==> config.mk <==
export PLATFORM = sky130hd
export DESIGN_NAME = card_tile_writer
export DESIGN_NICKNAME = d
export VERILOG_FILES = /design/src/rtl/card_tile_writer.sv
export SDC_FILE = /design/constraint.sdc
export NUM_CORES = 1
export LEC_CHECK = 0
export CAP_MARGIN = 20
export CORE_MARGIN = 3
export CORE_UTILIZATION = 35
export CTS_BUF_LIST = sky130_fd_sc_hd__clkbuf_4 sky130_fd_sc_hd__clkbuf_8
export CTS_CLUSTER_SIZE = 25
export DETAILED_ROUTE_END_ITERATION = 8
export PLACE_DENSITY_LB_ADDON = 0.1
export SETUP_SLACK_MARGIN = 0.4
export SLEW_MARGIN = 0
export SYNTH_ARGS = -nofsm -noshare
export SYNTH_HDL_FRONTEND = slang
export SYNTH_SLANG_ARGS = --single-unit
==> constraint.sdc <==
create_clock -name clk -period 4.4 [get_ports clk]
set_clock_uncertainty 0.15 [all_clocks]
set_input_delay 0.88 -clock clk [delete_from_list [all_inputs] [get_ports clk]]
set_output_delay 0.88 -clock clk [all_outputs]
set_load 0.05 [all_outputs]
==> src/rtl/card_tile_writer.sv <==
// card_tile_writer: accepts DRAW/ERASE/CLEAR/BYPASS commands and issues
// one registered video-slot write per cycle for the selected tiles.
module card_tile_writer #(
  parameter int         CARD_W     = 2,
  parameter int         CARD_H     = 3,
  parameter logic [5:0] BLANK_CODE = 6'd0
) (
  input  logic        clk,
  input  logic        reset,
  input  logic        cmd_valid,
  output logic        cmd_ready,
  input  logic [1:0]  cmd_op,
  input  logic [4:0]  cmd_xt,
  input  logic [2:0]  cmd_yt,
  input  logic [5:0]  cmd_code,
  output logic        cs,
  output logic        write,
  output logic [13:0] addr,
  output logic [31:0] wr_data,
  output logic        busy,
  output logic        done
);

  localparam int CW = (CARD_W > 1) ? $clog2(CARD_W) : 1;
  localparam int RH = (CARD_H > 1) ? $clog2(CARD_H) : 1;

  localparam logic [1:0] OP_DRAW   = 2'b00;
  localparam logic [1:0] OP_ERASE  = 2'b01;
  localparam logic [1:0] OP_CLEAR  = 2'b10;
  localparam logic [1:0] OP_BYPASS = 2'b11;

  typedef enum logic [2:0] {
    ST_IDLE   = 3'd0,
    ST_CARD   = 3'd1,
    ST_CLEAR  = 3'd2,
    ST_BYPASS = 3'd3,
    ST_FIN    = 3'd4
  } state_t;

  state_t          state_r, state_next_s;
  logic [1:0]      op_r;
  logic [4:0]      xt_r;
  logic [2:0]      yt_r;
  logic [5:0]      code_r;
  logic [RH-1:0]   row_r, row_next_s;
  logic [CW-1:0]   col_r, col_next_s;
  logic [7:0]      idx_r, idx_next_s;

  // Fields in effect for the slot being prepared: live inputs on the
  // acceptance cycle, latched copies afterwards.
  logic            accept_s;
  logic [1:0]      op_s;
  logic [4:0]      xt_s;
  logic [2:0]      yt_s;
  logic [5:0]      code_s;
  logic [5:0]      xt_sum_s;
  logic [3:0]      yt_sum_s;
  logic [5:0]      draw_code_s;

  logic            cs_next_s, write_next_s, busy_next_s, done_next_s;
  logic [13:0]     addr_next_s;
  logic [31:0]     wr_data_next_s;

  assign cmd_ready = (state_r == ST_IDLE);
  assign accept_s  = cmd_valid && cmd_ready;
  assign op_s      = accept_s ? cmd_op   : op_r;
  assign xt_s      = accept_s ? cmd_xt   : xt_r;
  assign yt_s      = accept_s ? cmd_yt   : yt_r;
  assign code_s    = accept_s ? cmd_code : code_r;

  // Next-state and slot-counter sequencing.
  always_comb begin
    state_next_s = state_r;
    row_next_s   = row_r;
    col_next_s   = col_r;
    idx_next_s   = idx_r;
    case (state_r)
      ST_IDLE: begin
        if (cmd_valid) begin
          row_next_s = '0;
          col_next_s = '0;
          idx_next_s = 8'd0;
          case (cmd_op)
            OP_DRAW, OP_ERASE: state_next_s = ST_CARD;
            OP_CLEAR:          state_next_s = ST_CLEAR;
            OP_BYPASS:         state_next_s = ST_BYPASS;
            default:           state_next_s = ST_IDLE;
          endcase
        end else begin
          state_next_s = ST_IDLE;
        end
      end
      ST_CARD: begin
        if (col_r == CW'(CARD_W - 1)) begin
          col_next_s = '0;
          if (row_r == RH'(CARD_H - 1)) begin
            state_next_s = ST_FIN;
          end else begin
            row_next_s = row_r + RH'(1);
          end
        end else begin
          col_next_s = col_r + CW'(1);
        end
      end
      ST_CLEAR: begin
        if (idx_r == 8'd255) begin
          state_next_s = ST_FIN;
        end else begin
          idx_next_s = idx_r + 8'd1;
        end
      end
      ST_BYPASS: state_next_s = ST_FIN;
      ST_FIN:    state_next_s = ST_IDLE;
      default:   state_next_s = ST_IDLE;
    endcase
  end

  // Bus values for the slot the FSM is about to enter; registered below.
  always_comb begin
    cs_next_s      = 1'b0;
    write_next_s   = 1'b0;
    addr_next_s    = 14'd0;
    wr_data_next_s = 32'd0;
    busy_next_s    = (state_next_s != ST_IDLE);
    done_next_s    = (state_next_s == ST_FIN);
    xt_sum_s       = {1'b0, xt_s} + 6'(col_next_s);
    yt_sum_s       = {1'b0, yt_s} + 4'(row_next_s);
    draw_code_s    = code_s + 6'(32'(row_next_s) * 32'(CARD_W) + 32'(col_next_s));
    case (state_next_s)
      ST_CARD: begin
        if ((xt_sum_s <= 6'd31) && (yt_sum_s <= 4'd7)) begin
          cs_next_s    = 1'b1;
          write_next_s = 1'b1;
          addr_next_s  = {6'd0, yt_sum_s[2:0], xt_sum_s[4:0]};
          if (op_s == OP_DRAW) begin
            wr_data_next_s = {26'd0, draw_code_s};
          end else begin
            wr_data_next_s = {26'd0, BLANK_CODE};
          end
        end else begin
          cs_next_s    = 1'b0;
          write_next_s = 1'b0;
        end
      end
      ST_CLEAR: begin
        cs_next_s      = 1'b1;
        write_next_s   = 1'b1;
        addr_next_s    = {6'd0, idx_next_s};
        wr_data_next_s = {26'd0, BLANK_CODE};
      end
      ST_BYPASS: begin
        cs_next_s      = 1'b1;
        write_next_s   = 1'b1;
        addr_next_s    = 14'h2000;
        wr_data_next_s = {31'd0, code_s[0]};
      end
      default: begin
        cs_next_s    = 1'b0;
        write_next_s = 1'b0;
      end
    endcase
  end

  // State, counters and command fields; fields latch only on acceptance.
  always_ff @(posedge clk or posedge reset) begin
    if (reset) begin
      state_r <= ST_IDLE;
      row_r   <= '0;
      col_r   <= '0;
      idx_r   <= 8'd0;
      op_r    <= 2'd0;
      xt_r    <= 5'd0;
      yt_r    <= 3'd0;
      code_r  <= 6'd0;
    end else begin
      state_r <= state_next_s;
      row_r   <= row_next_s;
      col_r   <= col_next_s;
      idx_r   <= idx_next_s;
      if (accept_s) begin
        op_r   <= cmd_op;
        xt_r   <= cmd_xt;
        yt_r   <= cmd_yt;
        code_r <= cmd_code;
      end
    end
  end

  // Registered bus and status outputs; reset clears them immediately.
  always_ff @(posedge clk or posedge reset) begin
    if (reset) begin
      cs      <= 1'b0;
      write   <= 1'b0;
      addr    <= 14'd0;
      wr_data <= 32'd0;
      busy    <= 1'b0;
      done    <= 1'b0;
    end else begin
      cs      <= cs_next_s;
      write   <= write_next_s;
      addr    <= addr_next_s;
      wr_data <= wr_data_next_s;
      busy    <= busy_next_s;
      done    <= done_next_s;
    end
  end

endmodule

Word-level counts from Yosys, hierarchy flattened
Index checks and enable logic that the tools add are counted.
{ "totals": {"ff_bits": 79, "latchBits": 0, "ramBits": 0, "mem_bits_ro": 0, "inputBits": 19, "out_inout_bits": 51, "word_cells": 69, "n_memories": 0} }
{ "classes": {"addsub": 7, "n_mul": 0, "div": 0, "magnitude_cmp": 2, "n_eq_ne": 12, "shifts": 0, "muxes": 27, "n_bitwise": 0, "reduce_logical": 8} }
{ "ops": {"columns": ["cell", "n"], "rows": [
  ["$pmux W14 S3", 1],
  ["$mux W8", 3],
  ["$mux W6", 3],
  ["$pmux W8 S2", 1],
  ["$mux W3", 5],
  ["$eq A3 B2 Y1 const B", 4],
  ["$pmux W3 S4", 1],
  ["$pmux W6 S2", 1],
  ["$pmux W3 S3", 1],
  ["$add A8 B1 Y8 const B", 1],
  ["$eq A8 B8 Y1 const B", 1],
  ["$mux W2", 4],
  ["$add A5 B1 Y6", 1],
  ["$add A6 B4 Y6", 1],
  ["$eq A2 B2 Y1 const B", 3],
  ["$eq A3 B1 Y1 const B", 2],
  ["$le A6 B5 Y1 const B", 1],
  ["$mux W5", 1],
  ["$add A3 B1 Y4", 1],
  ["$add A3 B2 Y4", 1],
  ["$le A4 B3 Y1 const B", 1],
  ["$logic_not A2 Y1", 2],
  ["$pmux W1 S2", 2],
  ["$pmux W2 S2", 1],
  ["9 further kinds", 13]
]} }

Depth between registers and ports, before layout
{ "depth": {"word_depth": 9, "mapped_depth": 13, "mapped_depth_nobuf": 12} }

Worst setup path before layout
Ideal clock, no wire load.
{ "synth_timing": {"path_kind": "input -> register", "start": "in cmd_valid", "end": "reg wr_data[2]", "setup_ps": 80, "t_arrival_ps": 3191, "t_required_ps": 4170, "path_slack_ps": 978, "path_stages": 11, "n_path_buf": 3, "path_cell_list": "nor4b_4 > buf_6 > buf_2 > buf_2 > mux2i_1 > inv_1 > ha_1 > a21oi_1 > o221ai_4 > or2_4 > nor3_2"} }
{ "synth_between": {"elab_chain_cells": 7, "word_cells_on_any_way": 24, "cone_classes": "add/sub: 4; order compare: 2; eq/ne: 2; mux: 13; reduce/logical: 3"} }
{ "synth_rtl": {"columns": ["element", "line_no", "rtl"], "rows": [
  ["from (decl)", "10", "input logic cmd_valid,"],
  ["$logic_and A1 B1 Y1", "65", "assign accept_s = cmd_valid && cmd_ready;"],
  ["$mux W3", null, null],
  ["via yt_s[1]", "54", "logic [2:0] yt_s;"],
  ["$add A3 B2 Y4", "127", "yt_sum_s = {1'b0, yt_s} + 4'(row_next_s);"],
  ["$le A4 B3 Y1", "131", "if ((xt_sum_s <= 6'd31) && (yt_sum_s <= 4'd7)) begin"],
  ["$logic_and A1 B1 Y1", "131", null],
  ["$mux W6", "131", null],
  ["$pmux W6 S2", "129", "case (state_next_s)"],
  ["via wr_data_next_s[2]", "62", "logic [31:0] wr_data_next_s;"],
  ["to (signal assigned)", "202", "wr_data <= wr_data_next_s;"],
  ["to (decl)", "19", "output logic [31:0] wr_data,"]
]} }
The timed path passes the listed nets, and every way through them passes these cells.

Final worst setup path
{ "layout_timing": {"start": "in cmd_valid", "end": "reg wr_data[4]"} }
{ "layout_between": {"word_cells_on_any_way": 24, "cone_classes": "add/sub: 4; order compare: 2; eq/ne: 2; mux: 13; reduce/logical: 3"} }
{ "layout_lines": {"columns": ["element", "line_no", "rtl"], "rows": [
  ["$logic_and A1 B1 Y1", "65", null],
  ["$mux W6", null, null],
  ["via code_s[0]", "55", "logic [5:0] code_s;"],
  ["$add A6 B4 Y6", "128", "draw_code_s = code_s + 6'(32'(row_next_s) * 32'(CARD_W) + 32'(col_next_s));"],
  ["$mux W6", "135", "if (op_s == OP_DRAW) begin"],
  ["$mux W6", "131", null],
  ["$pmux W6 S2", "129", null],
  ["via wr_data_next_s[4]", "62", null]
]} }
The timed path passes the listed nets, and every way through them passes these cells.

==> impl_results.md <==
* Static Leak at 0.00139 uW
* Number of violations reported at the end of detailed-routing iteration 0 at 53
* Most common cell after layout, fill and taps aside: sky130_fd_sc_hd__dfrtp_1
* Data required, critical path at 4.44 ns
* Cell type of the slowest stage on the worst timing path: sky130_fd_sc_hd__clkdlybuf4s50_1
* Pre-CTS WS at 0.442 ns
* Length of the first detailed-routing pass in iterations at 4
* Count of antenna diodes in the layout at 0
* RSZ-0062 raised after global routing: no
* Ys async rst share at 1.00
* Yosys reg bits at 48
* CP max stage delay at 0.56 ns
* Placement Rows at 31
* Via count at 1841
* Clock period minus final worst setup slack at 3.64 ns
* Minimum setup slack in the final design at 0.761 ns
* Top library cells by usage in the layout, fill and taps aside: sky130_fd_sc_hd__dfrtp_1 (48), sky130_fd_sc_hd__clkdlybuf4s50_1 (38), sky130_fd_sc_hd__conb_1 (31)
* Area inside the core boundary at 7370 sq um
* Path length in cells of the critical path at 11
* Max-cap violations at 0
* Fmax at 0.275 GHz
* Final max-slew violation count at 0
* Via count of the first global-routing pass at 1819
* Path category of the worst min-delay check: flop to flop
* Proportion of layout cells with a drive suffix above 1 at 0.122
* Critical path startpoint category: input port
* Worst max-slew margin expressed relative to the limit at 0.601
* Power density cells at 731 nW/um^2
* Wire length of the first global-routing pass at 9310 microns
* Hold violation total from the final report at 0
* Prevailing post-synth register cell: sky130_fd_sc_hd__dfrtp_1
* Result of the run: finished, final reports clean
* DR vias/cell at 4.67
* Slew at the pin with the worst max-slew slack at 0.595 ns
* Max Buffers Root-to-Sink at 2
* Final worst-path cycle share at 0.827
* Post-layout nets at 325
* Final Core Density at 0.427
* Number of top-level design ports at 70
* Post-cts repair resize count at 0
* Crit. End Element: flop
* Overall die area at 8770 sq um
* Placed Instances at 385
* Average footprint of a synthesized cell at 10.5 sq um
* Number of buffer and inverter stages on the critical path at 3
* Effective utilization at floorplan at 0.365
* Global route total overflow at 0
* Routability-driven placement congestion ratio at 0.778
* Largest driver fanout on the critical path at 25
* CTS Hold Buffers Added at 0
* Clock tree sinks at 48
* Detail Placement HPWL at 4190 microns
* Cell Area, Synth at 2690 sq um
* Total of warnings raised by yosys at 0
* # H-tree levels at 2
* Crit-path cells: clkdlybuf4s50_1, nor4b_4, buf_4, mux2_2, ha_1, inv_1, fa_1, nor2b_1, o21ai_0, xnor2_1, nor2_1
* Number of cells traversed by the worst register-to-register path at 10
* Layout fillers at 710
* Buffers added on ports at 38
* Reg2reg setup slack at 1.24 ns
* Die Y-Extent at 93.7 microns
* Post-CTS setup repair buffer count at 0
* Data arrival time of the critical path at 3.68 ns
* Hold Crit Depth at 1
* Horizontal die dimension at 93.7 microns
* Clock transition at the registers of the reported paths at 0.09 ns
* Number of enable-type register cells in the synthesized netlist at 0
* Number of routed nets with antenna violations at 0
* Initial antenna violation count at 0
* Skew-Pair Late Insertion Delay at 0.29 ns
* Clock root buffer: sky130_fd_sc_hd__clkbuf_8
* Residual DRC at 0
* Final TNS setup at 0 ns
* Area growth from synthesis to layout at 17.0%
* Number of buffers inserted during clock tree synthesis at 5
* Part of the Yosys area used for sequential elements at 0.447
* VDD IR-drop max at 0.234 mV
* Final non-filler cell total at 394
* Category of the most critical setup path: input port to flop
* Total global routing track utilization at 0.135
* Number of failing setup endpoints in the final timing report at 0
* Synthesized instance count at 255
* Post-Route WL at 5580 microns
* Family of cells with the greatest summed delay on the critical path: buffers and inverters
* WL per Instance at 14.2 microns
* TritonCTS clock tree: yes
* Maximum number of pins on one net before global-route repair at 49
* Unique cell type count in the Yosys netlist at 47
[cells in the mapped netlist (3+ instances only)]
library cell	n	area share
sky130_fd_sc_hd__dfrtp_1	48	0.45
sky130_fd_sc_hd__buf_4	33	0.092
sky130_fd_sc_hd__nand2_1	16	0.022
sky130_fd_sc_hd__a21oi_1	15	0.028
sky130_fd_sc_hd__inv_1	15	0.021
sky130_fd_sc_hd__mux2_2	12	0.050
sky130_fd_sc_hd__nor2_1	12	0.017
sky130_fd_sc_hd__ha_1	10	0.047
sky130_fd_sc_hd__o21ai_0	8	0.015
sky130_fd_sc_hd__nand3_1	7	0.013
sky130_fd_sc_hd__nor3_1	7	0.013
sky130_fd_sc_hd__a22o_1	6	0.020
sky130_fd_sc_hd__nand4_1	5	0.012
sky130_fd_sc_hd__a31oi_1	4	0.0093
sky130_fd_sc_hd__mux2i_1	4	0.015
sky130_fd_sc_hd__nand2b_1	4	0.0093
sky130_fd_sc_hd__xnor2_1	4	0.013
sky130_fd_sc_hd__a21o_1	3	0.0084
sky130_fd_sc_hd__buf_2	3	0.0056
sky130_fd_sc_hd__xor2_1	3	0.0098
[layout make-up]
| cell class | instances | area (sq um) | share of cell area |
|---|---|---|---|
| inverter | 16 | 60.1 | 0.0191 |
| timing repair buffer | 40 | 408 | 0.130 |
| clock buffer | 8 | 97.6 | 0.0310 |
| multi-input combinational | 183 | 1250 | 0.399 |
| tap | 99 | 124 | 0.0394 |
| sequential | 48 | 1200 | 0.382 |
[per-layer routing]
layer,track usage,part of all wire,vias up
met3,0.0264,0.043,7
li1,-,-,903
met1,0.196,0.48,887
met5,0,0,-
met4,0.0433,0.012,0
met2,0.203,0.46,44
[power breakdown]
part	internal, uW	switching, uW
Sequential	603	113
Combinational	492	809
Clock	141	140
Total	1240	1060
[stage by stage]
step                hold slack [ns]  area (sq um)  power (uW)
floorplan                     0.324          2800        1710
global placement              0.338          3030        2030
CTS                           0.367          3130        2330
global route                  0.387          3150        2470
finish                        0.361          3150        2300
detailed placement            0.347          3030        2030
[cell families (layout without fill, tap and decap cells)]
| family | count (synthesis) | count (layout) | share of synthesized area |
|---|---|---|---|
| adders and majority gates | 12 | 12 | 0.0614 |
| xor gates and xnor gates | 7 | 7 | 0.0228 |
| and+or+nand+nor | 65 | 65 | 0.132 |
| muxes | 17 | 17 | 0.0703 |
| buffers and inverters | 54 | 64 | 0.128 |
| DFF | 48 | 48 | 0.447 |
| AOI/OAI and AO/OA | 51 | 51 | 0.137 |
| other | 1 | 31 | 0.00139 |
[sequential cells by signal, summed over array words and instances, names as in the netlist, 2 cells and up]
signal   cells
xt_r         5
wr_data      6
state_r      3
code_r       6
row_r        2
yt_r         3
op_r         2
addr         9
idx_r        8
[worst paths after layout]
kind                                   endpoint                  from
max                        wr_data[4]$_DFF_PP0_             cmd_valid
min                           xt_r[0]$_DFF_PP0_     xt_r[0]$_DFF_PP0_
max reg2reg                wr_data[4]$_DFF_PP0_  state_r[0]$_DFF_PP0_
min reg2reg                   xt_r[0]$_DFF_PP0_     xt_r[0]$_DFF_PP0_
max in group asynchronous     addr[6]$_DFF_PP0_                 reset
min in group asynchronous     op_r[0]$_DFF_PP0_                 reset
No activity file was read; power rests on OpenSTA's default activity.
